--- src/rtl/sr_cmd_debounce_driver_if.sv ---
`default_nettype none
// ============================================================================
// Module  : sr_cmd_debounce_driver_if
// Brief   : Raw request inputs and S/R drive outputs of the SR command driver.
// Revision: 1.0
// ============================================================================
interface sr_cmd_debounce_driver_if;
   logic set_raw;
   logic rst_raw;
   logic S;
   logic R;
   logic busy;
   logic conflict;

   modport master (
      output set_raw,
      output rst_raw,
      input  S,
      input  R,
      input  busy,
      input  conflict
   );

   modport slave (
      input  set_raw,
      input  rst_raw,
      output S,
      output R,
      output busy,
      output conflict
   );
endinterface
`default_nettype wire

--- src/rtl/sr_cmd_debounce_driver.sv ---
`default_nettype none
// ============================================================================
// Module  : sr_cmd_debounce_driver
// Brief   : Synchronise, debounce and edge-detect two raw request lines and
//           issue arbitrated, never-overlapping S/R pulses to an SR flip-flop.
//           Optional macro SR_DRV_CONFLICT_CNT_EN adds a saturating
//           conflict_cnt[7:0] output.
// Revision: 1.0
// ============================================================================
module sr_cmd_debounce_driver #(
   parameter int DB_CYCLES      = 16,
   parameter int PULSE_CYCLES   = 1,
   parameter int HOLDOFF_CYCLES = 4,
   parameter int PRIORITY       = 0
) (
   input  logic                     clk,
   input  logic                     rst_n,
   sr_cmd_debounce_driver_if.slave  sr_if
`ifdef SR_DRV_CONFLICT_CNT_EN
   ,
   output logic [7:0]               conflict_cnt
`endif
);

   localparam int C_DB_W    = $clog2(DB_CYCLES + 1);
   localparam int C_TMR_MAX = (PULSE_CYCLES > HOLDOFF_CYCLES) ? PULSE_CYCLES : HOLDOFF_CYCLES;
   localparam int C_TMR_W   = $clog2(C_TMR_MAX + 1);
   localparam int C_HOLD_M1 = (HOLDOFF_CYCLES > 0) ? (HOLDOFF_CYCLES - 1) : 0;

   localparam logic [C_DB_W-1:0]  C_DB_LAST    = C_DB_W'(DB_CYCLES - 1);
   localparam logic [C_TMR_W-1:0] C_PULSE_LAST = C_TMR_W'(PULSE_CYCLES - 1);
   localparam logic [C_TMR_W-1:0] C_HOLD_LAST  = C_TMR_W'(C_HOLD_M1);

   typedef enum logic [1:0] {
      ST_IDLE    = 2'd0,
      ST_PULSE   = 2'd1,
      ST_HOLDOFF = 2'd2
   } state_t;

   // Bit 0 = set line, bit 1 = reset line.
   logic [1:0] w_raw;
   logic [1:0] w_edge;
   logic [1:0] pend_d;

   state_t               state_q;
   logic [1:0]           pend_q;
   logic [C_TMR_W-1:0]   tmr_q;
   logic                 s_q;
   logic                 r_q;
   logic                 conflict_q;
`ifdef SR_DRV_CONFLICT_CNT_EN
   logic [7:0]           conflict_cnt_q;
`endif

   assign w_raw = {sr_if.rst_raw, sr_if.set_raw};

   for (genvar gi = 0; gi < 2; gi++) begin : g_line
      logic              sync1_q;
      logic              sync2_q;
      logic              db_q;
      logic              db_dly_q;
      logic [C_DB_W-1:0] cnt_q;

      always_ff @(posedge clk or negedge rst_n) begin
         if (!rst_n) begin
            sync1_q  <= 1'b0;
            sync2_q  <= 1'b0;
            db_q     <= 1'b0;
            db_dly_q <= 1'b0;
            cnt_q    <= '0;
         end else begin
            sync1_q  <= w_raw[gi];
            sync2_q  <= sync1_q;
            db_dly_q <= db_q;
            if (sync2_q == db_q) begin
               cnt_q <= '0;
            end else if (cnt_q == C_DB_LAST) begin
               db_q  <= sync2_q;
               cnt_q <= '0;
            end else begin
               cnt_q <= cnt_q + C_DB_W'(1);
            end
         end
      end

      assign w_edge[gi] = db_q & ~db_dly_q;
   end

   // IDLE consumes every pending request: issued, lost in arbitration, or dropped.
   assign pend_d = ((state_q == ST_IDLE) ? 2'b00 : pend_q) | w_edge;

   always_ff @(posedge clk or negedge rst_n) begin
      if (!rst_n) begin
         state_q        <= ST_IDLE;
         pend_q         <= 2'b00;
         tmr_q          <= '0;
         s_q            <= 1'b0;
         r_q            <= 1'b0;
         conflict_q     <= 1'b0;
`ifdef SR_DRV_CONFLICT_CNT_EN
         conflict_cnt_q <= 8'h00;
`endif
      end else begin
         pend_q     <= pend_d;
         conflict_q <= 1'b0;
         case (state_q)
            ST_IDLE: begin
               tmr_q <= '0;
               if (pend_q == 2'b11) begin
                  conflict_q <= 1'b1;
`ifdef SR_DRV_CONFLICT_CNT_EN
                  if (conflict_cnt_q != 8'hFF) begin
                     conflict_cnt_q <= conflict_cnt_q + 8'h01;
                  end
`endif
                  if (PRIORITY == 0) begin
                     r_q     <= 1'b1;
                     state_q <= ST_PULSE;
                  end else if (PRIORITY == 1) begin
                     s_q     <= 1'b1;
                     state_q <= ST_PULSE;
                  end
               end else if (pend_q[0]) begin
                  s_q     <= 1'b1;
                  state_q <= ST_PULSE;
               end else if (pend_q[1]) begin
                  r_q     <= 1'b1;
                  state_q <= ST_PULSE;
               end
            end
            ST_PULSE: begin
               if (tmr_q == C_PULSE_LAST) begin
                  s_q   <= 1'b0;
                  r_q   <= 1'b0;
                  tmr_q <= '0;
                  if (HOLDOFF_CYCLES == 0) begin
                     state_q <= ST_IDLE;
                  end else begin
                     state_q <= ST_HOLDOFF;
                  end
               end else begin
                  tmr_q <= tmr_q + C_TMR_W'(1);
               end
            end
            ST_HOLDOFF: begin
               if (tmr_q == C_HOLD_LAST) begin
                  tmr_q   <= '0;
                  state_q <= ST_IDLE;
               end else begin
                  tmr_q <= tmr_q + C_TMR_W'(1);
               end
            end
            default: begin
               s_q     <= 1'b0;
               r_q     <= 1'b0;
               tmr_q   <= '0;
               state_q <= ST_IDLE;
            end
         endcase
      end
   end

   assign sr_if.S        = s_q;
   assign sr_if.R        = r_q;
   assign sr_if.busy     = (state_q != ST_IDLE);
   assign sr_if.conflict = conflict_q;
`ifdef SR_DRV_CONFLICT_CNT_EN
   assign conflict_cnt   = conflict_cnt_q;
`endif

endmodule
`default_nettype wire

--- src/flat_wrapper.sv ---
// flat-port wrapper written by rule: the top's interface ports become plain ports
module sr_cmd_debounce_driver_flat 
#(
   parameter int DB_CYCLES      = 16,
   parameter int PULSE_CYCLES   = 1,
   parameter int HOLDOFF_CYCLES = 4,
   parameter int PRIORITY       = 0
)
  (clk, rst_n, sr_if_set_raw, sr_if_rst_raw, sr_if_S, sr_if_R, sr_if_busy, sr_if_conflict);
  sr_cmd_debounce_driver_if sr_if_i ();
  input  logic clk;
  input  logic rst_n;
  input wire logic [$bits(sr_if_i.set_raw)-1:0] sr_if_set_raw;
  input wire logic [$bits(sr_if_i.rst_raw)-1:0] sr_if_rst_raw;
  output wire logic [$bits(sr_if_i.S)-1:0] sr_if_S;
  output wire logic [$bits(sr_if_i.R)-1:0] sr_if_R;
  output wire logic [$bits(sr_if_i.busy)-1:0] sr_if_busy;
  output wire logic [$bits(sr_if_i.conflict)-1:0] sr_if_conflict;
  assign sr_if_i.set_raw = sr_if_set_raw;
  assign sr_if_i.rst_raw = sr_if_rst_raw;
  assign sr_if_S = sr_if_i.S;
  assign sr_if_R = sr_if_i.R;
  assign sr_if_busy = sr_if_i.busy;
  assign sr_if_conflict = sr_if_i.conflict;
  sr_cmd_debounce_driver #(.DB_CYCLES(DB_CYCLES), .PULSE_CYCLES(PULSE_CYCLES), .HOLDOFF_CYCLES(HOLDOFF_CYCLES), .PRIORITY(PRIORITY)) u_core (.clk(clk), .rst_n(rst_n), .sr_if(sr_if_i));
endmodule
--- config.mk ---
export PLATFORM = sky130hd
export DESIGN_NAME = sr_cmd_debounce_driver_flat
export DESIGN_NICKNAME = d
export VERILOG_FILES = /design/src/rtl/sr_cmd_debounce_driver_if.sv /design/src/rtl/sr_cmd_debounce_driver.sv /design/src/flat_wrapper.sv
export SDC_FILE = /design/constraint.sdc
export NUM_CORES = 1
export LEC_CHECK = 0
export ABC_AREA = 0
export CORE_ASPECT_RATIO = 0.75
export CORE_UTILIZATION = 51
export DETAILED_ROUTE_END_ITERATION = 16
export PLACE_DENSITY = 0.73
export SETUP_SLACK_MARGIN = 0.02
export SYNTH_ARGS = -nofsm -noshare
export SYNTH_HDL_FRONTEND = slang
export SYNTH_SLANG_ARGS = --single-unit
--- constraint.sdc ---
create_clock -name clk -period 1.5 [get_ports clk]
set_input_delay 0.3 -clock clk [delete_from_list [all_inputs] [get_ports clk]]
set_output_delay 0.3 -clock clk [all_outputs]
set_load 0.02 [all_outputs]
# Word-level counts from Yosys, hierarchy flattened

Cells that the tools add are included.

Register bits after elaboration: 28
Input bits: 4
Word-level logic and storage cells: 74

Muxes and demuxes: 24
Bitwise operators: 8
Reductions and logical operators: 8
Add/subtract/negate cells: 3
Eq/ne operators: 15

Operators by type and width:

| operator                                               | count |
|---|---|
| two-way mux 5 bit                                      | 4 |
| two-way mux 2 bit                                      | 6 |
| adder 5 x 1 -> 5 bit (second input constant)           | 2 |
| == test 5 x 4 -> 1 bit (second input constant)         | 2 |
| two-way mux 1 bit                                      | 8 |
| AND reduction 4 bit                                    | 2 |
| two-way mux 3 bit                                      | 2 |
| inequality test 2 x 1 -> 1 bit (second input constant) | 3 |
| one-hot mux 1 bit (3 select lines)                     | 2 |
| one-hot mux 2 bit (3 select lines)                     | 1 |
| one-hot mux 3 bit (2 select lines)                     | 1 |
| inverter 1 bit                                         | 5 |
| == test 2 bit (second input constant)                  | 2 |
| inequality test 4 x 2 -> 1 bit (second input constant) | 1 |
| AND reduction 2 bit                                    | 2 |
| adder 3 x 1 -> 3 bit (second input constant)           | 1 |
| == test 3 x 2 -> 1 bit (second input constant)         | 1 |
| logical NOT 3 bit                                      | 1 |
| inequality test 3 x 2 -> 1 bit (second input constant) | 1 |
| inequality test 3 bit (second input constant)          | 1 |
| AND reduction 3 bit                                    | 1 |
| AND 1 bit                                              | 2 |
| == test 1 bit                                          | 2 |
| == test 2 x 1 -> 1 bit (second input constant)         | 1 |
| other kinds (4)                                        | 4 |

# Depth between registers and ports, before layout

Word-level depth: 4
Depth in mapped cells: 5

# Worst setup path after synthesis

No wires, ideal clock.

Path type: register -> register
Start point: register u_core.state_q[0]
End point: register u_core.state_q[1]
Stages on the path, launching flop included: 6
Setup time: 0.125 ns
Data required time: 1.375 ns
Slack: 0.033 ns
Path buffers: 0
Arrival time: 1.342 ns
Clock period less this slack: 1.467 ns
Cells stage by stage: dfrtp_1 > inv_1 > ha_1 > and2b_4 > a221oi_2 > mux2_4

Longest elaborated chain between the ends: 3
Elaborated cells on any way between the ends: 8
Those cells by class: eq/ne: 5; mux: 1; reduce/logical: 2

RTL lines:

| element                                                                                           | line                          | source |
|---|---|---|
| start, declared                                                                                   | sr_cmd_debounce_driver.sv:45  | `state_t state_q;` |
| start signal, assigned                                                                            | sr_cmd_debounce_driver.sv:94  | `state_q <= ST_IDLE;` |
| start signal, assigned                                                                            | sr_cmd_debounce_driver.sv:118 | `state_q <= ST_PULSE;` |
| start signal, assigned                                                                            | sr_cmd_debounce_driver.sv:121 | `state_q <= ST_PULSE;` |
| logical NOT 2 bit, or another cell as far along                                                   | sr_cmd_debounce_driver.sv:106 | `case (state_q)` |
| inequality test 4 x 2 -> 1 bit (no line) / inequality test 2 x 1 -> 1 bit (equally long branches) | n/a                           |  |
| AND reduction 3 bit (no line)                                                                     | n/a                           |  |

Several ways; a longest one is shown, not always the timed one.
A chain may end at the register's enable or synchronous reset.

# Final worst setup path

Start point: register u_core.tmr_q[1]
End point: register u_core.tmr_q[1]

Longest elaborated chain between the ends: 3
Elaborated cells on any way between the ends: 6
Those cells by class: add/sub: 1; eq/ne: 1; mux: 3; reduce/logical: 1

RTL lines:

| element                                            | line                                                         | source |
|---|---|---|
| start, declared                                    | sr_cmd_debounce_driver.sv:47                                 | `logic [C_TMR_W-1:0] tmr_q;` |
| start signal, assigned                             | sr_cmd_debounce_driver.sv:142                                | `tmr_q <= tmr_q + C_TMR_W'(1);` |
| start signal, assigned                             | sr_cmd_debounce_driver.sv:150                                | `tmr_q <= tmr_q + C_TMR_W'(1);` |
| adder 3 x 1 -> 3 bit, or another cell as far along | sr_cmd_debounce_driver.sv:142, sr_cmd_debounce_driver.sv:150 |  |
| two-way mux 3 bit, on equally long branches        | sr_cmd_debounce_driver.sv:146, sr_cmd_debounce_driver.sv:132 |  |
| one-hot mux 3 bit (2 select lines) (*)             | sr_cmd_debounce_driver.sv:106                                |  |

Mark *: on every way between the ends. The rest lies on a longest branch, timed or not.

==> flow_results.org <==
** Clock network
- In this run the number of H-tree levels came out at 1.
- Clk sinks :: 28
- Buffer depth of the longest clock path :: 2
- Number of buffers created by CTS :: 3
- Clock-pin slew of the registers on the worst-case setup and hold paths :: 140 ps
- The number of hold buffers added after CTS was 0.
- Skew-Pair Late Insertion Delay :: 320 ps
- TritonCTS built the clock tree.
- CTS root buffer :: clkbuf_4

** Drt
- In the routed layout, each cell is associated on average with a via count of 5.06.
- The count of nets left with antenna violations once routing finished came out at 0.
- The routed layout has 754 vias.
- For this run, design rule violations remaining after detail routing come to 0.
- Final wirelength :: 1.93 mm
- DRT Pass-1 Iters :: 4
- In the final routed layout, each cell accounts on average for 12.9 um.
- Iter 0 DRT Violations :: 21

** Die
- The region available for standard cell placement spans 0.00212 mm2.
- Measured along the y axis, the die boundary spans 44.2 um.
- Area enclosed by the die boundary :: 0.00258 mm2
- Once the floorplan was initialized, standard cells occupied 57.2% of the core.
- Total I/O pin count :: 8
- Std cell rows :: 14
- Measured along the x axis, the die boundary spans 58.3 um.

** STA
- The final hold violation count was 0.
- Unrepaired setup endpoints after global routing :: yes
- After layout, the worst path uses 103% of the clock period.
- Clock skew on the completed layout was measured at 4.69 ps.
- Max Slew Vio Count :: 0
- Final hold analysis gives a worst-case slack of 338 ps.
- Final setup violation count :: 2
- Transition time of the tightest slew-check pin :: 342 ps
- The routed design could run at a clock period as short as 1550 ps.
- After routing, the total negative slack on setup checks comes to -91.0 ps.
- After layout, the worst setup slack is -45.6 ps.
- Max-slew headroom at the worst pin :: 77.2%
- Max Clock Freq :: 647 MHz

** Synth
- Number of distinct library cells after synthesis :: 27
- Post-synthesis net count :: 108
- Number of standard cells after synthesis :: 95
- Total number of yosys warnings :: 0
- Sequential element share of the synthesized area :: 57.8%
- Post-synthesis register bit count :: 28
- Post-synth top area cell :: dfrtp_1
- Of the post-synthesis cell area, the dominant cell type holds 57.8%.
- After synthesis, the mean cell area works out to 12.8 um2.
- Cell area after technology mapping :: 0.00121 mm2
- Biggest area contributors in the synthesized netlist :: dfrtp_1, ha_1, xor2_1

** Status
- The run finished, with violations left.
- The final reports fail on setup timing.

** Setup path
- STA classifies the critical path endpoint as a flip-flop.
- Class of the most critical setup path :: flip-flop to flip-flop
- At the worst endpoint, the arrival time is 1770 ps.
- Setup slack on the worst reg-to-reg path comes out at -50 ps.
- CP Data Required Time :: 1730 ps
- Max FO, Critical Path :: 3
- The worst setup path is launched from a flip-flop.

** Cells and area
- Area delta synth->final :: 24.6%
- The library cell used most frequently in the layout, excluding fill and tap cells, is dfrtp_1.
- Commonest cells after routing, fill and taps aside :: dfrtp_1, buf_4, inv_1
- Cells fill 71.3% of the core in the end.
- Cells with a size suffix above 1 make up 27.4% of the layout.
- The repair_antennas step left the layout with diodes totalling 0.
- Final non-filler cell area :: 0.00151 mm2
- The final layout contains 131 nets.
- The count of cells in the finished layout, fillers not included, comes to 149.
- Count of fill cells added during filler insertion :: 144

** Placed design
- Routability-driven placement finished with a final weighted congestion of 0.775.
- Summing all placed instances gives a cell area of 0.00140 mm2.
- Number of port buffers :: 7
- # placed instances :: 144
- Setup WS pre-CTS :: -70.3 ps
- Detail Placement HPWL :: 1.28 mm

** Run
- The tool flagged a number of max-cap violations equal to 0.

** Worst hold path
- Path type of the worst min-delay path :: input pin to async pin

** Global routing
- Global routing used 33.1% of the available met2 tracks.
- The via count of the first global-routing pass was 783.
- Routing usage on met1 :: 19.9%
- The first global-routing pass estimated 3.31 mm of wire.
- Summed over all layers, the global routing overflow is 0.
- Met3 routing resource usage after global routing :: 5.26%
- Global routing consumed, over all layers together, 17.6% of the routing resources.
- Entering global routing, the biggest net connects 29 pins.
- Global routing's busiest layer :: met2
- The initial antenna violation count came to 0.

** Power and ir drop
- For this design the static power due to leakage is 0.734 nW.
- Power comes to 1.37 mW.
- Worst IR drop on VDD :: 0.777 mV
- Power density over cell area :: 905 mW/mm2
## cell type report
class / count / area (um2) / share of cell area (%)
multi-input combinational: 56 / 528 / 35.0
inverter: 11 / 41.3 / 2.73
clock inverter: 1 / 30.0 / 1.99
timing repair buffer: 18 / 148 / 9.78
clock buffer: 3 / 22.5 / 1.49
tap: 32 / 40.0 / 2.65
sequential: 28 / 701 / 46.4
## cells in the mapped netlist
library cell	number
ha_1	9
o21ai_1	2
nand3b_1	1
nand3_1	4
inv_1	11
nor2_1	7
mux2_2	2
mux2_4	1
a21boi_0	1
a211o_1	1
a221oi_2	1
xor2_1	6
nor3_1	1
nand2_1	1
o22ai_1	2
a22oi_1	1
and2b_4	1
o32a_1	2
nor3b_1	1
a21oi_1	1
dfrtp_1	28
and2_1	5
and3_1	2
a2111oi_4	1
a211oi_1	1
and3b_1	1
nand2b_4	1
## metal layers
layer  wire length [um]  up-vias
met5                  0        -
met4                 10        0
met3                 73        2
met2                925       12
met1                916      370
li1                   -      370
## timing repair
| action | in CTS | in global routing |
|---|---|---|
| pin swaps | 5 | 1 |
| endpoints found under the setup margin | 7 | 7 |
| resized for setup | 17 | 4 |
| buffers inserted | 1 | 0 |
| hold endpoints to repair | 0 | 0 |
## cells by family (layout without fill, tap and decap cells)
| family | Yosys count | count (layout) | synth area share [%] |
|---|---|---|---|
| xor gates and xnor gates | 6 | 6 | 4.33 |
| DFF | 28 | 28 | 57.8 |
| adders and majority gates | 9 | 9 | 9.29 |
| and+or+nand+nor | 25 | 25 | 12.1 |
| buffers and inverters | 11 | 33 | 3.41 |
| AOI/OAI and AO/OA | 13 | 13 | 10.0 |
| muxes | 3 | 3 | 3.10 |
## power breakdown
part           internal (mW)  switching [mW]  total (mW)
registers              0.776          0.0134       0.790
clock network          0.270           0.213       0.483
logic                 0.0446          0.0492      0.0938
total                   1.09           0.276        1.37
## state kept, by name (all words and copies together), names as in the netlist
signal / cells
u_core.g_line.sync2_q: 2
u_core.sr_if.conflict: 1
u_core.g_line.cnt_q: 10
u_core.sr_if.S: 1
u_core.g_line.db_dly_q: 2
u_core.g_line.db_q: 2
u_core.g_line.sync1_q: 2
u_core.state_q: 2
u_core.sr_if.R: 1
u_core.pend_q: 2
u_core.tmr_q: 3
## worst max-delay path: stages (launching register included)
cell and delay [ps]:
dfrtp_1 450, ha_4 180, ha_4 120, and2b_4 180, a21oi_1 290, and3b_1 230
## path summary, 6_finish.rpt
path / startpoint / endpoint / cells past startpoint
setup / recovery: u_core.tmr_q[1]$_DFF_PN0_ / u_core.tmr_q[1]$_DFF_PN0_ / 5
hold / removal: rst_n / u_core.sr_if.R$_DFFE_PN0P_ / 2
setup reg to reg: u_core.tmr_q[1]$_DFF_PN0_ / u_core.tmr_q[1]$_DFF_PN0_ / 5
hold reg to reg: u_core.g_line[0].sync1_q$_DFF_PN0_ / u_core.g_line[0].sync2_q$_DFF_PN0_ / 0
max in group asynchronous: rst_n / u_core.g_line[1].cnt_q[0]$_DFF_PN0_ / 2
min in group clk: u_core.g_line[0].sync1_q$_DFF_PN0_ / u_core.g_line[0].sync2_q$_DFF_PN0_ / 0
Note: power is estimated with default switching activity, not from simulation.
